===== src/rtl/eqy_output_monitor.sv =====
// eqy_output_monitor: windowed gold/gate output comparator with mismatch count and first-failure capture
module eqy_output_monitor #(
  parameter int WIDTH = 128,
  parameter int CNT_W = 16,
  parameter int BIT_W = $clog2(WIDTH)
) (
  input  logic             clk,
  input  logic             rst,
  input  logic             start_i,
  input  logic [CNT_W-1:0] window_len_i,
  input  logic             in_valid_i,
  input  logic [WIDTH-1:0] gold_i,
  input  logic [WIDTH-1:0] gate_i,
  input  logic [WIDTH-1:0] mask_i,
  output logic             busy_o,
  output logic             done_o,
  output logic             pass_o,
  output logic [CNT_W-1:0] mismatch_cnt_o,
  output logic             first_valid_o,
  output logic [CNT_W-1:0] first_idx_o,
  output logic [BIT_W-1:0] first_bit_o
);
  typedef enum logic [1:0] {IDLE, RUN, DRAIN, DONE} state_t;
  state_t state_q;
  logic [CNT_W-1:0] len_q, idx_q, s1_idx_q, cnt_q, cnt_d, fidx_q;
  logic [WIDTH-1:0] s1_diff_q;
  logic [BIT_W-1:0] fbit_q, bit_d;
  logic busy_q, done_q, pass_q, fv_q, drain_q, s1_valid_q;
  logic accept, last, any_d, hit;
  assign accept = state_q == RUN && in_valid_i && len_q != '0;
  assign last = idx_q == len_q - 1'b1;
  assign any_d = |s1_diff_q;
  assign hit = s1_valid_q && any_d;
  assign cnt_d = (hit && cnt_q != '1) ? cnt_q + 1'b1 : cnt_q;
  // Scan from the top so the lowest set bit wins.
  always_comb begin
    bit_d = '0;
    for (int i = WIDTH - 1; i >= 0; i--) if (s1_diff_q[i]) bit_d = BIT_W'(i);
  end
  always_ff @(posedge clk) begin
    if (rst) begin
      state_q    <= IDLE;
      busy_q     <= 1'b0;
      done_q     <= 1'b0;
      pass_q     <= 1'b0;
      cnt_q      <= '0;
      fv_q       <= 1'b0;
      fidx_q     <= '0;
      fbit_q     <= '0;
      s1_valid_q <= 1'b0;
      s1_diff_q  <= '0;
      s1_idx_q   <= '0;
      idx_q      <= '0;
      len_q      <= '0;
      drain_q    <= 1'b0;
    end else begin
      s1_valid_q <= accept;
      if (accept) begin
        s1_diff_q <= (gold_i ^ gate_i) & ~mask_i;
        s1_idx_q  <= idx_q;
        idx_q     <= idx_q + 1'b1;
      end
      cnt_q <= cnt_d;
      if (hit && !fv_q) begin
        fv_q   <= 1'b1;
        fidx_q <= s1_idx_q;
        fbit_q <= bit_d;
      end
      done_q <= 1'b0;
      case (state_q)
        IDLE, DONE: if (start_i) begin
          state_q <= RUN;
          busy_q  <= 1'b1;
          len_q   <= window_len_i;
          idx_q   <= '0;
          cnt_q   <= '0;
          fv_q    <= 1'b0;
          fidx_q  <= '0;
          fbit_q  <= '0;
          pass_q  <= 1'b0;
        end
        RUN: if (len_q == '0 || (accept && last)) begin
          state_q <= DRAIN;
          drain_q <= 1'b0;
        end
        DRAIN: if (drain_q) begin
          state_q <= DONE;
          busy_q  <= 1'b0;
          done_q  <= 1'b1;
          pass_q  <= cnt_d == '0;
        end else drain_q <= 1'b1;
        default: ;
      endcase
    end
  end
  assign busy_o = busy_q;
  assign done_o = done_q;
  assign pass_o = pass_q;
  assign mismatch_cnt_o = cnt_q;
  assign first_valid_o = fv_q;
  assign first_idx_o = fidx_q;
  assign first_bit_o = fbit_q;
endmodule

===== config.mk =====
export PLATFORM = sky130hd
export DESIGN_NAME = eqy_output_monitor
export DESIGN_NICKNAME = d
export VERILOG_FILES = /design/src/rtl/eqy_output_monitor.sv
export SDC_FILE = /design/constraint.sdc
export NUM_CORES = 1
export LEC_CHECK = 0
export ABC_AREA = 1
export ABC_CLOCK_PERIOD_IN_PS = 6140
export BUFFER_PORTS_ARGS = -buffer_cell sky130_fd_sc_hd__buf_2
export CORE_ASPECT_RATIO = 0.6
export CORE_MARGIN = 5
export CORE_UTILIZATION = 37
export DETAILED_ROUTE_END_ITERATION = 8
export PLACE_DENSITY = 0.7
export SYNTH_ARGS = -nofsm -noshare
export SYNTH_HDL_FRONTEND = slang
export SYNTH_SLANG_ARGS = --single-unit

===== constraint.sdc =====
create_clock -name clk -period 6.14 [get_ports clk]
set_clock_uncertainty 0.2 [all_clocks]
set_input_delay 0.614 -clock clk [delete_from_list [all_inputs] [get_ports clk]]
set_output_delay 0.614 -clock clk [all_outputs]
set_load 0.005 [all_outputs]

==> flow_summary_export.csv <==
group,metric,value,unit
run_status,outcome,"complete, but fails checks",
run_status,violations,"negative setup slack",
yosys,synth_area,12200,µm²
clock_network,htreeDepth,1,
worst_setup_path,path_class,"flip-flop to flip-flop",
pwr,pwr-share-seq,0.308,
clock_network,cts_buffer_depth,3,
floorplanning,ios,447,
drt,drcViolationCount,0,
yosys,ys_ff_latch,223,
min_path,worstHoldPathType,"input port to flip-flop",
drt,detailroute.via_count,12970,
global_routing,grt_overflow,0,
yosys,synth_common_cells,"478 x nor2_1, 416 x nand2_1, 223 x dfxtp_1",
worst_setup_path,r2r-end,"first_bit_o[0]",
worst_setup_path,cp_slowest_stage_delay,330,ps
layout,drive_gt1_frac,0.2397,
yosys,synth-edff-count,0,
pwr,p_int,3.658,mW
worst_setup_path,critPathArrivalTime,7410,ps
drt,vias_per_cell,4.761,
place,place_inst,2687,
min_path,min_to,"len_q[12]",
layout,finish.utilization,0.4835,
worst_setup_path,cpMostUsedCell,"nand2_1",
yosys,syn_nets,2258,
sta,rsz0062_at_grt,"yes",
global_routing,globalRouteTotalUtil,0.2087,
worst_setup_path,reg2reg_depth,129,
floorplanning,dieArea,36810,µm²
worst_setup_path,cp.required,6340,ps
sta,finalMaxSlewViolations,0,
yosys,synth_top_cell_by_area,"dfxtp_1",
floorplanning,die_w,244.4,µm
clock_network,hold_buffers,0,
clock_network,cts_sinks,223,
sta,period_minus_slack,7210,ps
clock_network,insertion_delay,520,ps
pwr,ir_drop,193.0,µV
clock_network,post_cts_buffers,0,
pwr,switchingPower,2.510,mW
place,gp_congestion,0.8719,
sta,relSlewSlack,0.4267,
layout,fin_cells,2725,
worst_setup_path,crit_path_top_delay_cell,"dfxtp_2",
yosys,synth_cells,1849,
sta,max_freq,138.7,MHz
yosys,async_flop_share,0,
layout,nets,2697,
drt,initialDrtViolationCount,825,
floorplanning,die_h,150.6,µm
clock_network,cts_root_buf,"clkbuf_16",
yosys,synth_cell_types,33,
global_routing,grt_pass1_vias,12350,
pwr,clockPowerShare,0.221,
yosys,seq_area_frac_synth,0.3661,
worst_setup_path,start_kind,"flip-flop",
floorplanning,core,32480,µm²
pwr,power_frac_comb,0.471,
layout,area.growth.synth_to_final,28.78,%
global_routing,grt_max_degree,115,
drt,drt_first_pass_iters,8,
global_routing,grt_pass1_wl,63.09,mm
clock_network,clkTransAtPathRegs,60,ps
yosys,ys.flop_type,"dfxtp_1",
worst_setup_path,cp_max_fo,2,
global_routing,antenna_found_initial,2,
sta,worstMarginPinSlew,859.1,ps
drt,post_drt_wl_per_cell,14.75,µm
min_path,hold_path_depth,3,
yosys,avgSynthCellArea,6.596,µm²
worst_setup_path,reg2reg_setup_slack,-1070,ps
drt,drtAntennaViolNets,0,
sta,finalHoldViolations,0,
pwr,swShare,0.4069,
min_path,hp-start,"window_len_i[12]",
clock_network,cts_tree,"built",
clock_network,cts_made_buffers,23,
flow_run,drv_cap,0,
yosys,ys_top_cells_by_area,"dfxtp_1 37%, nor2_1 15%, nand2_1 13%",
pwr,power.leakage,7.755,nW
worst_setup_path,endpoint_kind,"flip-flop",
sta,tns,-1070,ps
yosys,synth_top_area_share,0.3661,
yosys,synth_most_common_cell,"nor2_1",
drt,wl,40.20,mm
sta,setup_slack,-1070,ps
sta,setup-violations-final,1,
floorplanning,rows,51,
yosys,yosys_warnings,0,
worst_setup_path,timing.rr.start,"s1_diff_q[126]",
pwr,p_per_area,392.7,nW/µm²
floorplanning,initial_utilization,0.3755,
sta,fin_crit_sh,1.174,
place,io_buffers,446,
place,dpl.hpwl,31.79,mm
-- repair_timing --
action | 4_1_cts | 5_1_grt
endpoints found under the hold margin | 0 | 0
resized for setup | 2 | 1
setup endpoints to repair | 1 | 1
pin swaps | 0 | 1
-- per-stage QoR --
step / setup slack (ps) / power, mW / instance area, µm² / hold slack [ps]
2_1_floorplan: 110.6 / 3.934 / 12200 / 240.3
3_3_place_gp: -1052 / 4.779 / 14990 / 249.1
3_5_place_dp: -1045 / 4.824 / 14990 / 254.8
4_1_cts: -1076 / 6.227 / 15700 / 130.7
5_1_grt: -2429 / 6.749 / 15710 / 143.5
6_report: -1070 / 6.168 / 15710 / 145.0
-- worst max-delay path, delay by kind of cell (launching register included) --
family | cells | cell delay, ps
compound gates | 1 | 50
buf+inv | 1 | 40
flops | 1 | 330
simple gates | 127 | 6460
-- power groups by stage --
stage	logic [mW]	registers [mW]	clock network, mW
3_5_place_dp	2.90	1.93	0
5_1_grt	3.36	1.93	1.46
4_1_cts	2.92	1.90	1.40
2_1_floorplan	2.04	1.89	0
3_3_place_gp	2.86	1.91	0
6_report	2.91	1.90	1.36
-- worst max-delay path by stage --
stage	startpoint	depth (start not counted)	to
2_1_floorplan	s1_diff_q[126]	129	first_bit_o[0]
3_3_place_gp	s1_diff_q[126]	129	first_bit_o[0]
3_5_place_dp	s1_diff_q[126]	129	first_bit_o[0]
4_1_cts	s1_diff_q[126]	129	first_bit_o[0]
5_1_grt	s1_diff_q[126]	129	first_bit_o[0]
6_report	s1_diff_q[126]	129	first_bit_o[0]
-- layer usage --
metal | global-route usage | share of wire | up-vias | routed length (µm)
met5 | 0 | 0 | - | 0
met4 | 0.04002 | 0.017 | 0 | 673
met3 | 0.03620 | 0.052 | 45 | 2091
met2 | 0.3328 | 0.44 | 332 | 17510
met1 | 0.3002 | 0.50 | 5767 | 19930
li1 | - | - | 6829 | -
-- cell usage in the layout, fill, tap and decap left out, types with 2 or more instances in the layout --
| cell | n |
|---|---|
| xnor2_1 | 11 |
| clkbuf_8 | 2 |
| nand3_1 | 26 |
| xor2_1 | 37 |
| clkbuf_1 | 7 |
| clkinv_1 | 2 |
| nand4_1 | 8 |
| dfxtp_1 | 222 |
| a31oi_1 | 4 |
| o31ai_1 | 3 |
| o21bai_1 | 19 |
| nor4_1 | 9 |
| bufinv_8 | 27 |
| inv_2 | 6 |
| ha_1 | 5 |
| buf_12 | 2 |
| buf_4 | 30 |
| nand2_2 | 2 |
| or2_2 | 6 |
| bufinv_16 | 2 |
| a21oi_1 | 157 |
| nand2_1 | 414 |
| nor2_1 | 477 |
| a211oi_1 | 125 |
| inv_1 | 152 |
| o21ai_1 | 3 |
| clkbuf_16 | 23 |
| nor3b_1 | 2 |
| buf_2 | 445 |
| o21ai_0 | 39 |
| nor3_1 | 20 |
| diode_2 | 2 |
-- layout make-up --
class / count / area, µm²
Fill cell: 3275 / 16770
Multi-Input combinational cell: 1376 / 6436
Sequential cell: 223 / 4466
Timing Repair Buffer: 477 / 2492
Inverter: 187 / 1074
Clock buffer: 32 / 629.4
Tap cell: 424 / 530.5
Clock inverter: 4 / 72.57
Antenna cell: 2 / 5.005
-- state kept, by name, summed over array words and instances, names as in the netlist, 2 cells and up --
| signal | count |
|---|---|
| first_bit_o | 7 |
| first_idx_o | 16 |
| idx_q | 16 |
| len_q | 16 |
| mismatch_cnt_o | 16 |
| s1_diff_q | 128 |
| s1_idx_q | 16 |
| state_q | 2 |
-- cells by family (layout without fill, tap and decap cells) --
kind of cell	after synthesis	in the layout	synth area share
AND/OR/NAND/NOR	968	968	0.3087
AO/OA/AOI/OAI	354	354	0.1770
buffers and inverters	250	700	0.1078
flip-flops	223	223	0.3661
XOR/XNOR	48	48	0.03447
adder cells (fa/ha/maj)	5	5	0.005130
multiplexers	1	1	0.0008208
other	0	2	0
Note: power is estimated with default switching activity, not from simulation.
